$ cat config.mk
export PLATFORM = sky130hd
export DESIGN_NAME = fpga_ccff_loader
export DESIGN_NICKNAME = d
export VERILOG_FILES = /design/src/rtl/fpga_ccff_loader.sv
export SDC_FILE = /design/constraint.sdc
export NUM_CORES = 1
export LEC_CHECK = 0
export ABC_AREA = 1
export BUFFER_PORTS_ARGS = -buffer_cell sky130_fd_sc_hd__clkbuf_2
export CAP_MARGIN = 25
export CORE_ASPECT_RATIO = 0.8
export CORE_MARGIN = 2
export CORE_UTILIZATION = 40
export DETAILED_ROUTE_END_ITERATION = 8
export SLEW_MARGIN = 10
export SYNTH_ARGS = -nofsm -noshare
export SYNTH_HDL_FRONTEND = slang
export SYNTH_SLANG_ARGS = --single-unit
export TNS_END_PERCENT = 5
$ cat constraint.sdc
create_clock -name wb_clk_i -period 7.25 [get_ports wb_clk_i]
set_clock_uncertainty 0.1 [all_clocks]
set_input_delay 1.8125 -clock wb_clk_i [delete_from_list [all_inputs] [get_ports wb_clk_i]]
set_output_delay 1.8125 -clock wb_clk_i [all_outputs]
set_load 0.01 [all_outputs]
$ cat src/rtl/fpga_ccff_loader.sv
// Wishbone-slave sequencer that shifts a buffered bitstream LSB-first into the
// fabric configuration chain. Optional macro CCFF_LOADER_IRQ_EN adds irq_o.
module fpga_ccff_loader #(
    parameter int FIFO_DEPTH = 4,
    parameter int CLKDIV_W   = 8
) (
    input  logic        wb_clk_i,
    input  logic        wb_rst_i,
    input  logic        wbs_stb_i,
    input  logic        wbs_cyc_i,
    input  logic        wbs_we_i,
    input  logic [3:0]  wbs_sel_i,
    input  logic [31:0] wbs_adr_i,
    input  logic [31:0] wbs_dat_i,
    output logic        wbs_ack_o,
    output logic [31:0] wbs_dat_o,
    output logic        prog_clk_o,
    output logic        prog_reset_o,
    output logic        ccff_head_o,
`ifdef CCFF_LOADER_IRQ_EN
    output logic        irq_o,
`endif
    input  logic        ccff_tail_i
);

    localparam int AW = (FIFO_DEPTH > 1) ? $clog2(FIFO_DEPTH) : 1;
    localparam int CW = AW + 1;

    localparam logic [2:0] S_IDLE  = 3'd0;
    localparam logic [2:0] S_FETCH = 3'd1;
    localparam logic [2:0] S_LOW   = 3'd2;
    localparam logic [2:0] S_HIGH  = 3'd3;
    localparam logic [2:0] S_DONE  = 3'd4;

    localparam logic [2:0] R_CTRL   = 3'd0;
    localparam logic [2:0] R_STATUS = 3'd1;
    localparam logic [2:0] R_DATA   = 3'd2;
    localparam logic [2:0] R_LEN    = 3'd3;
    localparam logic [2:0] R_CLKDIV = 3'd4;
    localparam logic [2:0] R_TAIL   = 3'd5;

    logic                ack_r;
    logic [31:0]         dat_r;
    logic                prog_reset_r;
    logic [15:0]         len_r;
    logic [CLKDIV_W-1:0] clkdiv_r;
    logic                overflow_r;
    logic                done_r;
    logic [31:0]         tail_r;
    logic                irq_en_bit;

    logic [2:0]          state;
    logic [CLKDIV_W-1:0] divcnt;
    logic [15:0]         bitcnt;
    logic [4:0]          bitpos;
    logic [31:0]         shreg;
    logic                head_r;
    logic                pclk_r;

    logic [31:0]         fifo_mem [FIFO_DEPTH];
    logic [AW-1:0]       wr_ptr;
    logic [AW-1:0]       rd_ptr;
    logic [CW-1:0]       fifo_cnt;

    logic [2:0]          reg_sel;
    logic                access;
    logic                wr_en;
    logic [31:0]         wmask;
    logic [31:0]         wdat_m;
    logic                start_req;
    logic                abort_req;
    logic                push_req;
    logic                push;
    logic                pop;
    logic                fifo_full;
    logic                fifo_empty;
    logic                busy;
    logic [3:0]          cnt4;
    logic [31:0]         rdata;
    logic                unused_adr;

    assign unused_adr = ^{wbs_adr_i[31:5], wbs_adr_i[1:0]};

    // A slave access is accepted only while ack is low, so each strobe gets one ack.
    assign access    = wbs_stb_i & wbs_cyc_i & ~ack_r;
    assign wr_en     = access & wbs_we_i;
    assign reg_sel   = wbs_adr_i[4:2];
    assign wmask     = {{8{wbs_sel_i[3]}}, {8{wbs_sel_i[2]}}, {8{wbs_sel_i[1]}}, {8{wbs_sel_i[0]}}};
    assign wdat_m    = wbs_dat_i & wmask;
    assign start_req = wr_en && (reg_sel == R_CTRL) && wdat_m[0];
    assign abort_req = wr_en && (reg_sel == R_CTRL) && wdat_m[2];
    assign push_req  = wr_en && (reg_sel == R_DATA);

    assign fifo_full  = (fifo_cnt == CW'(FIFO_DEPTH));
    assign fifo_empty = (fifo_cnt == '0);
    assign push       = push_req & ~fifo_full;
    assign pop        = (state == S_FETCH) & ~fifo_empty & ~abort_req;
    assign busy       = (state != S_IDLE);
    assign cnt4       = 4'(fifo_cnt);

    assign wbs_ack_o    = ack_r;
    assign wbs_dat_o    = dat_r;
    assign prog_clk_o   = pclk_r;
    assign prog_reset_o = prog_reset_r;
    assign ccff_head_o  = head_r;

    always_comb begin
        rdata = 32'd0;
        case (reg_sel)
            R_CTRL:   rdata = {28'd0, irq_en_bit, 1'b0, prog_reset_r, 1'b0};
            R_STATUS: rdata = {24'd0, cnt4, overflow_r, fifo_empty, done_r, busy};
            R_LEN:    rdata = {16'd0, len_r};
            R_CLKDIV: rdata = 32'(clkdiv_r);
            R_TAIL:   rdata = tail_r;
            default:  rdata = 32'd0;
        endcase
    end

    always_ff @(posedge wb_clk_i or posedge wb_rst_i) begin
        if (wb_rst_i) begin
            ack_r        <= 1'b0;
            dat_r        <= 32'd0;
            prog_reset_r <= 1'b1;
            len_r        <= 16'd0;
            clkdiv_r     <= '0;
            overflow_r   <= 1'b0;
        end else begin
            ack_r <= access;
            dat_r <= (access && !wbs_we_i) ? rdata : 32'd0;
            if (push_req && fifo_full)
                overflow_r <= 1'b1;
            if (wr_en) begin
                case (reg_sel)
                    R_CTRL:   if (wbs_sel_i[0]) prog_reset_r <= wbs_dat_i[1];
                    R_STATUS: if (wdat_m[3]) overflow_r <= 1'b0;
                    R_LEN: begin
                        if (wbs_sel_i[0]) len_r[7:0]  <= wbs_dat_i[7:0];
                        if (wbs_sel_i[1]) len_r[15:8] <= wbs_dat_i[15:8];
                    end
                    R_CLKDIV: begin
                        for (int i = 0; i < CLKDIV_W; i++)
                            if (wbs_sel_i[i/8]) clkdiv_r[i] <= wbs_dat_i[i];
                    end
                    default: ;
                endcase
            end
        end
    end

`ifdef CCFF_LOADER_IRQ_EN
    logic irq_en_r;
    logic irq_r;
    assign irq_en_bit = irq_en_r;
    assign irq_o      = irq_r;
    always_ff @(posedge wb_clk_i or posedge wb_rst_i) begin
        if (wb_rst_i) begin
            irq_en_r <= 1'b0;
            irq_r    <= 1'b0;
        end else begin
            if (wr_en && (reg_sel == R_CTRL) && wbs_sel_i[0])
                irq_en_r <= wbs_dat_i[3];
            irq_r <= done_r & irq_en_r;
        end
    end
`else
    assign irq_en_bit = 1'b0;
`endif

    always_ff @(posedge wb_clk_i) begin
        if (push)
            fifo_mem[wr_ptr] <= wbs_dat_i;
    end

    // Abort flushes the FIFO and wins over a pop issued in the same cycle.
    always_ff @(posedge wb_clk_i or posedge wb_rst_i) begin
        if (wb_rst_i) begin
            wr_ptr   <= '0;
            rd_ptr   <= '0;
            fifo_cnt <= '0;
        end else if (abort_req) begin
            wr_ptr   <= '0;
            rd_ptr   <= '0;
            fifo_cnt <= '0;
        end else begin
            if (push) wr_ptr <= wr_ptr + 1'b1;
            if (pop)  rd_ptr <= rd_ptr + 1'b1;
            fifo_cnt <= fifo_cnt + CW'(push) - CW'(pop);
        end
    end

    always_ff @(posedge wb_clk_i or posedge wb_rst_i) begin
        if (wb_rst_i) begin
            state  <= S_IDLE;
            divcnt <= '0;
            bitcnt <= 16'd0;
            bitpos <= 5'd0;
            shreg  <= 32'd0;
            head_r <= 1'b0;
            pclk_r <= 1'b0;
            tail_r <= 32'd0;
            done_r <= 1'b0;
        end else if (abort_req) begin
            state  <= S_IDLE;
            divcnt <= '0;
            pclk_r <= 1'b0;
        end else begin
            case (state)
                S_IDLE: begin
                    if (start_req) begin
                        if (len_r != 16'd0) begin
                            state  <= S_FETCH;
                            bitcnt <= len_r;
                            done_r <= 1'b0;
                        end else begin
                            done_r <= 1'b1;
                        end
                    end
                end
                S_FETCH: begin
                    // An empty FIFO simply stalls here with prog_clk parked low.
                    if (!fifo_empty) begin
                        shreg  <= fifo_mem[rd_ptr];
                        head_r <= fifo_mem[rd_ptr][0];
                        bitpos <= 5'd0;
                        divcnt <= '0;
                        state  <= S_LOW;
                    end
                end
                S_LOW: begin
                    if (divcnt == clkdiv_r) begin
                        divcnt <= '0;
                        pclk_r <= 1'b1;
                        state  <= S_HIGH;
                    end else begin
                        divcnt <= divcnt + 1'b1;
                    end
                end
                S_HIGH: begin
                    if (divcnt == '0)
                        tail_r <= {ccff_tail_i, tail_r[31:1]};
                    if (divcnt == clkdiv_r) begin
                        divcnt <= '0;
                        pclk_r <= 1'b0;
                        bitcnt <= bitcnt - 16'd1;
                        bitpos <= bitpos + 5'd1;
                        if (bitcnt == 16'd1) begin
                            state <= S_DONE;
                        end else if (bitpos == 5'd31) begin
                            state <= S_FETCH;
                        end else begin
                            head_r <= shreg[bitpos + 5'd1];
                            state  <= S_LOW;
                        end
                    end else begin
                        divcnt <= divcnt + 1'b1;
                    end
                end
                S_DONE: begin
                    done_r <= 1'b1;
                    state  <= S_IDLE;
                end
                default: state <= S_IDLE;
            endcase
        end
    end

endmodule

==> summary.md, run 1 <==
| Metric | Value |
|---|---|
| Final hold violations | 0 |
| I/O Buffers | between 70 and 80 |
| Pwr Density | between 300 and 400 mW/mm² |
| Seq/Total Area, Yosys | 62.3% |
| Syn nets | around 1.4k |
| Initial Utilization | 40.7% |
| Seq. cell area | approximately 0.0080 mm² |
| Final Wtd Congestion | 0.855 |
| DP Area | about 0.014 mm² |
| Vias after detailed routing | 9,393 |
| Worst vdd ir | 186 µV |
| Fin crit share | 52.7% |
| Area Overhead vs Synth | 14.9% |
| Critical Path RT | roughly 7.6 ns |
| Fill cells | 3,020 |
| Max-slew headroom | 35.3% |
| Num Clock Sinks | 293 |
| Status | complete, no violations |
| WL/cell | between 15 and 20 µm |
| Post-route design area | 0.0147 mm² |
| Measured slew at the worst slew-check pin | 0.970 ns |
| Post-CTS setup buffers | 0 |
| H-tree depth | 1 |
| Total power draw | 5.31 mW |
| Crit path largest cell delay | 0.55 ns |
| Area occupied by multi-input gates | about 0.004 mm² |
| #FFs+latches synth | a little under 300 |
| Initial antenna violation count | 1 |
| Sequential Power Share | 40.1% |
| DR vias/cell | 5.09 |
| Setup repair after global routing missed its margin | no |
| Worst-path cell chain | clkbuf_2 -> nand3_1 -> nor2_1 -> nand3b_1 -> ha_1 -> inv_1 -> ha_1 -> inv_1 -> fa_1 -> xor2_1 -> nor2_1 |
| Switching pwr | 1.94 mW |
| Layout cell share with drive strength beyond 1 | 12.0% |
| CTS root buf | clkbuf_16 |
| Worst hold path depth | 2 |
| Clk pwr share | between 20% and 30% |
| Post-CTS resize count | 0 |
| Startpoint Class | input pin |
| Total CTS buffers | 31 |
| Clock Path Buffers | 3 |
| Synth Warn # | 0 |
| Worst-path clk slew | 0.06 ns |
| Mapped cell area | between 0.01 and 0.015 mm² |
| Rows | between 50 and 60 |
| Final setup fails | 0 |
| Switch share | 36.5% |
| All-Layer GR Usage | 18.2% |
| Vias in the first global route | approximately 8.8k |
| Critical Path End Type | flop |
| Dpl hpwl | slightly below 20,000 µm |
| CTS Hold Bufs | 0 |
| Achievable frequency | ~260 MHz |
| Antenna viol nets, final | 0 |
| Final nets | roughly 1.5k |
| Setup_tns | 0 ns |
| Hold Path Class | flop to flop |
| FF-to-FF path depth | 7 |
| Congestion Overflow GR | 0 |
| Final wirelength | 30,200 µm |
| DR iter-0 viols | between 800 and 900 |
| Largest net degree at the start of global routing | roughly 110 |
| WP data arrival | 4.17 ns |
| Slowest cell on crit path | nand3b_1 |
| CTS tree | done |
| Die Width | between 200 and 250 µm |
| Gate power share | 31.2% |
| Pint | 3.37 mW |
| Die outline area | 0.0335 mm² |
| DRC viols | 0 |
| Yosys cell types | 41 |
| Max Cap Violations | 0 |
| Slew Limit Fails | 0 |
| Leakage power | 6.26 nW |
| Die Y | 164 µm |
| IO Pins | 110 |
| Fin crit period | 3.82 ns |
| First-pass GRT wire length | just under 50,000 µm |
| WS Path Type | input pin to flop |
| Clk_lat worst skew | 0.56 ns |
| Drt first pass iters | 7 |
| Gate Count Post-Synth | 1,336 |
| Core area | 0.0315 mm² |
| Avg Inst Size Synth | 9.58 µm² |
| CP Max Fanout | 9 |
| Antenna diode instance count | 0 |
==> power by group through the flow <==
| stage | clock network, mW | registers (mW) | logic (mW) |
|---|---|---|---|
| floorplan | 0 | 2.10 | 1.26 |
| global route | 1.62 | 2.16 | 1.89 |
| finish | 1.53 | 2.13 | 1.66 |
| detailed placement | 0 | 2.16 | 1.64 |
| global placement | 0 | 2.15 | 1.59 |
| CTS | 1.55 | 2.13 | 1.65 |
==> final timing paths <==
check,from,endpoint,slack (ns)
worst max-delay path,wbs_stb_i,fifo_cnt[2],3.43
worst min-delay path,len_r[7],len_r[7],0.38
worst max register to register,state[2],tail_r[27],4.28
worst min register to register,len_r[7],len_r[7],0.38
max in group asynchronous,wb_rst_i,rd_ptr[0],4.41
min in group asynchronous,wb_rst_i,len_r[12],1.06
==> placed cells by master, fill, tap and decap left out, drive strengths merged <==
master	count
dfstp	1
a221oi	7
fa	1
buf	14
o21bai	5
clkbuf	122
xnor2	6
clkinvlp	1
nor2	175
nor3	20
nand3	66
ha	12
o211ai	1
a31oi	10
xor2	5
dfrtp	164
o221ai	1
nand4	24
inv	150
or2	2
a211oi	2
nor4	1
clkinv	9
bufinv	1
edfxtp	128
nand2	267
o21ai	167
o22ai	32
a21oi	30
nand3b	3
==> final cells by class <==
type | count | area share (%)
repair buffers | 92 | 4.27
clock buffers | 44 | 5.98
multi-input cells | 837 | 27.5
well taps | 420 | 3.57
clock inverters | 12 | 0.646
inverters | 149 | 3.84
flip-flops and latches | 293 | 54.2
==> Yosys cell counts, drive strengths merged <==
master	number	share of area [%]
edfxtp	128	30
nor4	1	0.049
o21bai	5	0.38
o211ai	1	0.059
nand4	24	1.2
or2	2	0.098
ha	12	1.2
a221oi	7	0.48
clkbuf	35	1.0
dfrtp	164	32
xor2	5	0.34
nand3	66	2.9
nand3b	3	0.18
o221ai	1	0.068
xnor2	6	0.41
a211oi	2	0.12
inv	148	4.3
a21oi	30	1.2
o22ai	32	1.6
fa	1	0.16
dfstp	1	0.21
nor2	175	5.2
nand2	267	7.9
a31oi	10	0.49
clkinv	1	0.029
buf	22	0.98
o21ai	167	6.6
nor3	20	0.82
==> metrics by stage <==
step | setup WS (ns) | utilization, % | hold slack, ns | cells
2_1_floorplan | 0.877 | - | 0.342 | 1336
3_3_place_gp | 2.29 | 43.0 | 0.357 | 1783
3_5_place_dp | 2.28 | 43.4 | 0.373 | 1788
4_1_cts | 2.86 | 46.5 | 0.388 | 1844
5_1_grt | 3.29 | 46.7 | 0.405 | 1847
6_report | 3.43 | 46.7 | 0.383 | 1847
==> worst max-delay path, delay by kind of cell <==
kind                       cells  cell delay, ns
xor gates and xnor gates       1            0.16
adders and majority gates      3            1.01
buffers and inverters          3            0.20
and+or+nand+nor                4            0.99
==> routing by layer <==
| layer | track usage [%] | wire [µm] |
|---|---|---|
| met2 | 27.6 | 13300 |
| met5 | 0 | 16 |
| met3 | 3.00 | 1370 |
| met4 | 3.62 | 541 |
| met1 | 27.6 | 15000 |
==> state kept, by name (all words and copies together) (netlist names), 2 cells and up <==
register / cells
rd_ptr: 2
wbs_dat_o: 32
bitpos: 5
state: 3
fifo_cnt: 3
fifo_mem: 128
shreg: 32
bitcnt: 16
clkdiv_r: 8
tail_r: 32
len_r: 16
divcnt: 8
wr_ptr: 2
==> cell families after synthesis <==
| family | Yosys count | share of synthesized area, % |
|---|---|---|
| adders and majority gates | 13 | 1.33 |
| AOI/OAI and AO/OA | 255 | 10.9 |
| xor gates and xnor gates | 11 | 0.752 |
| buffers and inverters | 206 | 6.37 |
| DFF | 293 | 62.3 |
| and+or+nand+nor | 558 | 18.4 |
Note: power is estimated with default switching activity, not from simulation.
==> inputs of run 2 (changes only) <==
- ABC_AREA: 1 -> 0
- clock period: 7.25 -> 3.15 ns (I/O delays scaled with it)
==> run 2 against run 1 <==
  * Worst setup slack got worse by 3.0 ns
  * Final area decreased by 0.52%
  * Sequential power is 140% higher
  * Synthesized cell count fell by 37%
  * Clock power rose to 2.5 times the previous value
  * Highest routed layer is now met4
==> summary.md, run 2 <==
| Metric | Value |
|---|---|
| Yosys cell types | 68 (was 41) |
| Worst vdd ir | 453 µV (was 186 µV) |
| Fin crit period | 2.72 ns |
| Biggest register | fifo_mem (unchanged) |
| Worst-path clk slew | 0.07 ns (was 0.06 ns) |
| Fraction of registers with async set/reset | 56.3% (unchanged) |
| Hold Path Class | input pin to asynchronous set/reset pin (was flop to flop) |
| Post-synth EDFFs | 128 (unchanged) |
| Syn nets | 925 (was 1,423) |
| DR iter-0 viols | 610 (was 827) |
| Final wirelength | 26,400 µm (was 30,200 µm) |
| Worst-path cell chain | or3_1 -> and2_1 -> nand2_2 -> inv_2 -> ha_1 -> inv_1 -> ha_1 -> inv_1 -> fa_1 -> xor2_1 -> xnor2_1 -> nor2_1 (was clkbuf_2 -> nand3_1 -> nor2_1 -> nand3b_1 -> ha_1 -> inv_1 -> ha_1 -> inv_1 -> fa_1 -> xor2_1 -> nor2_1) |
| Max-slew headroom | 55.4% (was 35.3%) |
| Measured slew at the worst slew-check pin | 0.669 ns (was 0.970 ns) |
| Leakage power | 5.98 nW (was 6.26 nW) |
| Final nets | 1,030 (was 1,491) |
| Pwr Density | 846 mW/mm² (was 361 mW/mm²) |
| WP data arrival | 3.07 ns (was 4.17 ns) |
| I/O Buffers | 78 (unchanged) |
| Final setup fails | 0 (unchanged) |
| Largest net degree at the start of global routing | 61 (was 107) |
| CP Max Fanout | 5 (was 9) |
| Congestion Overflow GR | 0 (unchanged) |
| Die Width | 202 µm (was 204 µm) |
| CTS Hold Bufs | 0 (unchanged) |
| WS Path Type | flop to flop (was input pin to flop) |
| Crit path largest cell delay | 0.47 ns (was 0.55 ns) |
| Layout cell share with drive strength beyond 1 | 32.1% (was 12.0%) |
| Final hold violations | 0 (unchanged) |
| Num Clock Sinks | 293 (unchanged) |
| Dpl hpwl | 17,600 µm (was 19,800 µm) |
| Post-synth top area share | 32.9% (was 32.1%) |
| Final Wtd Congestion | 0.830 (was 0.855) |
| Most frequent cells in the layout | 163 x dfrtp_1, 128 x edfxtp_1, 88 x mux2_2 (was 263 x nand2_1, 165 x nor2_1, 163 x dfrtp_1) |
| Max reg flops | 128 (unchanged) |
| Antenna diode instance count | 0 (unchanged) |
| Gate Count Post-Synth | 838 (was 1,336) |
| Total CTS buffers | 30 (was 31) |
| Clock Path Buffers | 3 (unchanged) |
| #FFs+latches synth | 293 (unchanged) |
| CTS root buf | clkbuf_16 (unchanged) |
| Critical Path End Type | flop (unchanged) |
| Most common cell after layout, fill and taps aside | dfrtp_1 (was nand2_1) |
| Post-CTS resize count | 0 (unchanged) |
| Synth top area cells | dfrtp_1 33%, edfxtp_1 31%, mux2_2 7.9% (was dfrtp_1 32%, edfxtp_1 30%, nand2_1 7.7%) |
| CTS tree | done (unchanged) |
| R2r startpoint | fifo_cnt[1] (was state[2]) |
| Setup repair after global routing missed its margin | no (unchanged) |
| DR vias/cell | 5.26 (was 5.09) |
| Initial antenna violation count | 0 (was 1) |
| Critical Path RT | 3.50 ns (was 7.60 ns) |
| Worst setup margin | 0.428 ns (was 3.43 ns) |
| Avg Inst Size Synth | 14.9 µm² (was 9.58 µm²) |
| Cell with the most instances after synthesis | dfrtp_1 (was nand2_1) |
| Seq/Total Area, Yosys | 63.8% (was 62.3%) |
| Worst R2R Setup Slack | 0.43 ns (was 4.28 ns) |
| Core area | 0.0305 mm² (was 0.0315 mm²) |
| First-pass GRT wire length | 42,800 µm (was 48,300 µm) |
| Startpoint Class | flop (was input pin) |
| Clk_lat worst skew | 0.57 ns (was 0.56 ns) |
| Status | complete, no violations (unchanged) |
| H-tree depth | 1 (unchanged) |
| Yosys top cell by area | dfrtp_1 (unchanged) |
| Area Overhead vs Synth | 17.2% (was 14.9%) |
| WHS | 0.150 ns (was 0.383 ns) |
| Antenna viol nets, final | 0 (unchanged) |
| All-Layer GR Usage | 16.5% (was 18.2%) |
| Die outline area | 0.0327 mm² (was 0.0335 mm²) |
| Slew Limit Fails | 0 (unchanged) |
| WL/cell | 19.1 µm (was 16.4 µm) |
| FF-to-FF path depth | 12 (was 7) |
| Synth Warn # | 0 (unchanged) |
| DP Worst Slack | 0.0387 ns (was 2.28 ns) |
| Drt first pass iters | 6 (was 7) |
| IO Pins | 110 (unchanged) |
| Die Y | 162 µm (was 164 µm) |
| R2R Path End | fifo_cnt[2] (was tail_r[27]) |
| Achievable frequency | ~370 MHz |
| Post-synth top cells | 164 x dfrtp_1, 128 x edfxtp_1, 88 x mux2_2 (was 263 x nand2_1, 169 x nor2_1, 164 x dfrtp_1) |
| Vias after detailed routing | 7,259 (was 9,393) |
| Slowest cell on crit path | or3_1 (was nand3b_1) |
| Post-CTS setup buffers | 0 (unchanged) |
| Mapped cell area | 0.0125 mm² (was 0.0128 mm²) |
| Initial Utilization | 40.9% (was 40.7%) |
| Vias in the first global route | 7,425 (was 8,834) |
| DRC viols | 0 (unchanged) |
| Rows | 57 (was 58) |
| Ys flop type | dfrtp_1 (unchanged) |
| Max Cap Violations | 0 (unchanged) |
| Fin crit share | 86.4% |
==> run 2: cell count changes after synthesis, moves of 17 or more <==
cell	change
mux2_2	+88
and2_1	+25
nand3_1	-45
mux4_2	+34
a22oi_1	+17
o22ai_1	-32
nand2_1	-229
nor2_1	-131
inv_1	-125
nand4_1	-17
o21ai_0	-119
==> run 2: cell families after synthesis <==
logic type | count (synthesis) | share of synthesized area (%)
flip-flops | 293 | 63.8
AND/OR/NAND/NOR | 189 | 8.91
multiplexers | 142 | 16.0
AO/OA/AOI/OAI | 124 | 6.30
buffers and inverters | 61 | 2.51
XOR/XNOR | 16 | 1.12
adder cells (fa/ha/maj) | 13 | 1.36
==> run 2: how the worst max path moves through the flow <==
stage | depth (start not counted) | from | endpoint | slack [ns]
after floorplan | 14 | wbs_adr_i[2] | fifo_cnt[2] | -0.01
after global placement | 13 | wbs_we_i | fifo_cnt[2] | 0.006
after detailed placement | 13 | wbs_we_i | fifo_cnt[2] | 0.04
after CTS | 6 | len_r[13] | bitcnt[13] | 0.37
after global routing | 12 | wbs_ack_o | fifo_cnt[2] | 0.32
final | 12 | fifo_cnt[1] | fifo_cnt[2] | 0.43
==> run 2: stage by stage <==
| stage | area (µm²) | total power [mW] | setup TNS [ns] | utilization [%] | cells |
|---|---|---|---|---|---|
| finish | 14600 | 12.4 | 0 | 47.9 | 1380 |
| global route | 14600 | 13.1 | 0 | 47.9 | 1380 |
| CTS | 14600 | 12.5 | 0 | 47.9 | 1379 |
| detailed placement | 13500 | 8.57 | 0 | 44.2 | 1323 |
| global placement | 13500 | 8.49 | 0 | 44.2 | 1323 |
| floorplan | 12500 | 7.71 | -0.0127 | - | 838 |
==> run 2: per-layer routing <==
layer  vias up  share of wire (%)  GRT usage, %  wire [µm]
met4         0                1.5          3.51        402
met3        30                4.0          2.09       1060
li1       3349                  -             -          -
met5         -                  0             0          0
met2       148                 46          25.7      12100
met1      3732                 49          25.1      12800
==> run 2: power breakdown <==
group	internal (mW)	leakage [nW]	switching, mW	total [mW]
Combinational	1.69	2.14	1.74	3.43
Clock	2.37	0.543	1.49	3.87
Sequential	4.54	3.30	0.541	5.08
Total	8.60	5.98	3.77	12.4
==> run 2: final cells by class <==
type / instances / area (µm²)
clock buffer: 39 / 836
clock inverter: 17 / 267
fill: 2682 / 15900
inverter: 19 / 75.1
multi-input combinational: 484 / 4200
sequential: 293 / 7980
tap: 413 / 517
timing repair buffer: 115 / 763
==> run 2: critical path: cells and delay by family (launching register included) <==
kind,cells,cell delay (ns)
fa+ha+maj,3,0.77
xor+xnor,2,0.30
buf+inv,3,0.14
simple gates,4,0.84
flops,1,0.46
==> inputs of run 3 (changes only) <==
- CORE_ASPECT_RATIO: 0.8 -> 1.2
==> run 3 against run 2 <==
  * Global-route usage about the same
  * Via count about the same
  * Fmax about the same
  * Worst hold slack got worse by 0.11 ns
  * Critical endpoint unchanged
  * Largest cell class unchanged
  * Highest routed layer unchanged
==> summary.md, run 3 (synthesis results as in run 2) <==
| Metric | Value |
|---|---|
| Total power draw | 11.9 mW (was 12.4 mW) |
| Initial antenna violation count | 0 (unchanged) |
| Placed insts | 1,310 (was 1,323) |
| Biggest register | fifo_mem (unchanged) |
| Critical Path End Type | flop (unchanged) |
| Die outline area | 0.0327 mm² (about the same) |
| Clock Path Buffers | 3 (unchanged) |
| Fin crit period | 2.72 ns (about the same) |
| Final Wtd Congestion | 0.802 (was 0.830) |
| Final wirelength | 26,000 µm (was 26,400 µm) |
| Max reg flops | 128 (unchanged) |
| Drt first pass iters | 5 (was 6) |
| Core area | 0.0307 mm² (was 0.0305 mm²) |
| Num Clock Sinks | 293 (unchanged) |
| All-Layer GR Usage | 16.5% (about the same) |
| Final nets | 1,032 (was 1,030) |
| DR vias/cell | 5.32 (was 5.26) |
| Max Cap Violations | 0 (unchanged) |
| DRC viols | 0 (unchanged) |
| Worst R2R Setup Slack | 0.43 ns (about the same) |
| Post-CTS resize count | 0 (unchanged) |
| Initial Utilization | 40.7% (was 40.9%) |
| Final hold violations | 0 (unchanged) |
| DR iter-0 viols | 481 (was 610) |
| Rows | 70 (was 57) |
| Critical Path RT | 3.47 ns (was 3.50 ns) |
| First-pass GRT wire length | 42,000 µm (was 42,800 µm) |
| Antenna viol nets, final | 0 (unchanged) |
| CP Max Fanout | 5 (unchanged) |
| Area Overhead vs Synth | 15.6% (was 17.2%) |
| Crit path largest cell delay | 0.46 ns (was 0.47 ns) |
| Vias in the first global route | 7,539 (was 7,425) |
| Fin crit share | 86.5% (was 86.4%) |
| Leakage power | 5.91 nW (was 5.98 nW) |
| Achievable frequency | 367 MHz (about the same) |
| I/O Buffers | 78 (unchanged) |
| Status | complete, no violations (unchanged) |
| Setup_tns | 0 ns (unchanged) |
| CTS Hold Bufs | 0 (unchanged) |
| WL/cell | 19.1 µm (about the same) |
| Dpl hpwl | 17,500 µm (was 17,600 µm) |
| Largest net degree at the start of global routing | 68 (was 61) |
| Most frequent cells in the layout | 163 x dfrtp_1, 128 x edfxtp_1, 88 x mux2_2 (unchanged) |
| R2r startpoint | fifo_cnt[1] (unchanged) |
| Slowest cell on crit path | or3_1 (unchanged) |
| Worst-path clk slew | 0.06 ns (was 0.07 ns) |
| Slew Limit Fails | 0 (unchanged) |
| Congestion Overflow GR | 0 (unchanged) |
| Max-slew headroom | 54.1% (was 55.4%) |
| WS Path Type | flop to flop (unchanged) |
| Pwr Density | 825 mW/mm² (was 846 mW/mm²) |
| Die Width | 165 µm (was 202 µm) |
| Vias after detailed routing | 7,260 (was 7,259) |
| Hold Path Class | input pin to asynchronous set/reset pin (unchanged) |
| Most common cell after layout, fill and taps aside | dfrtp_1 (unchanged) |
| Layout cell share with drive strength beyond 1 | 31.7% (was 32.1%) |
| Post-route non-filler standard cell count | 1,364 (was 1,380) |
| Startpoint Class | flop (unchanged) |
| IO Pins | 110 (unchanged) |
| WP data arrival | 3.05 ns (was 3.07 ns) |
| Worst vdd ir | 459 µV (was 453 µV) |
| CP Launch Point | fifo_cnt[1] (unchanged) |
| Antenna diode instance count | 0 (unchanged) |
| CTS tree | done (unchanged) |
| Die Y | 198 µm (was 162 µm) |
| Setup repair after global routing missed its margin | no (unchanged) |
| H-tree depth | 1 (unchanged) |
| Measured slew at the worst slew-check pin | 0.689 ns (was 0.669 ns) |
| Worst-path cell chain | or3_1 -> and2_1 -> nand2_2 -> inv_2 -> ha_1 -> inv_1 -> ha_1 -> inv_1 -> fa_1 -> xor2_1 -> xnor2_1 -> nor2_1 (unchanged) |
| Final setup fails | 0 (unchanged) |
| Clk_lat worst skew | 0.55 ns (was 0.57 ns) |
| CTS root buf | clkbuf_16 (unchanged) |
| Post-CTS setup buffers | 0 (unchanged) |
| Total CTS buffers | 29 (was 30) |
## run 3: cell types whose count changed in the layout (fill, tap and decap cells not counted), sizes merged
| cell | change |
|---|---|
| bufinv | -4 |
| inv | +1 |
| buf | +3 |
| clkbuf | +1 |
## run 3: through the flow
stage	util [%]	hold WS [ns]	setup WS, ns	cell area, µm²
2_1_floorplan	-	0.358	-0.0127	12500
3_3_place_gp	44.0	0.385	0.151	13500
3_5_place_dp	44.0	0.386	0.122	13500
4_1_cts	47.1	0.0239	0.415	14400
5_1_grt	47.1	0.0373	0.222	14400
6_report	47.1	0.0394	0.426	14400
## run 3: worst max-delay path: cells and delay by family (launching register included)
| kind | cells | cell delay [ns] |
|---|---|---|
| XOR/XNOR | 2 | 0.30 |
| adder cells (fa/ha/maj) | 3 | 0.78 |
| buffers and inverters | 3 | 0.14 |
| flip-flops | 1 | 0.45 |
| AND/OR/NAND/NOR | 4 | 0.85 |
## run 3: layout make-up
cell class | instances | area (µm²)
Fill cell | 2749 | 16200
Sequential cell | 293 | 7980
Clock buffer | 40 | 828
Timing Repair Buffer | 118 | 741
Tap cell | 396 | 495
Clock inverter | 14 | 126
Multi-Input combinational cell | 484 | 4200
Inverter | 19 | 75.1
## run 3: routing by layer
metal | up-vias | part of all wire, % | track usage, %
li1 | 3360 | - | -
met2 | 138 | 50 | 27.8
met1 | 3720 | 44 | 22.5
met4 | 0 | 2.1 | 4.15
met3 | 42 | 4.2 | 2.44
met5 | - | 0 | 0
## run 3: where the power goes
| group | leakage [nW] | internal [mW] | switching, mW | total (mW) |
|---|---|---|---|---|
| Clock | 0.472 | 2.00 | 1.42 | 3.42 |
| Sequential | 3.30 | 4.54 | 0.523 | 5.06 |
| Combinational | 2.14 | 1.72 | 1.72 | 3.44 |
| Total | 5.91 | 8.26 | 3.66 | 11.9 |
## run 3: final timing paths
check	depth (start not counted)	endpoint
max in group asynchronous	3	shreg[29]
setup reg to reg	12	fifo_cnt[2]
setup / recovery	12	fifo_cnt[2]
min in group wb_clk_i	1	fifo_mem[2][19]
hold / removal	2	len_r[14]
hold reg to reg	1	wbs_dat_o[17]
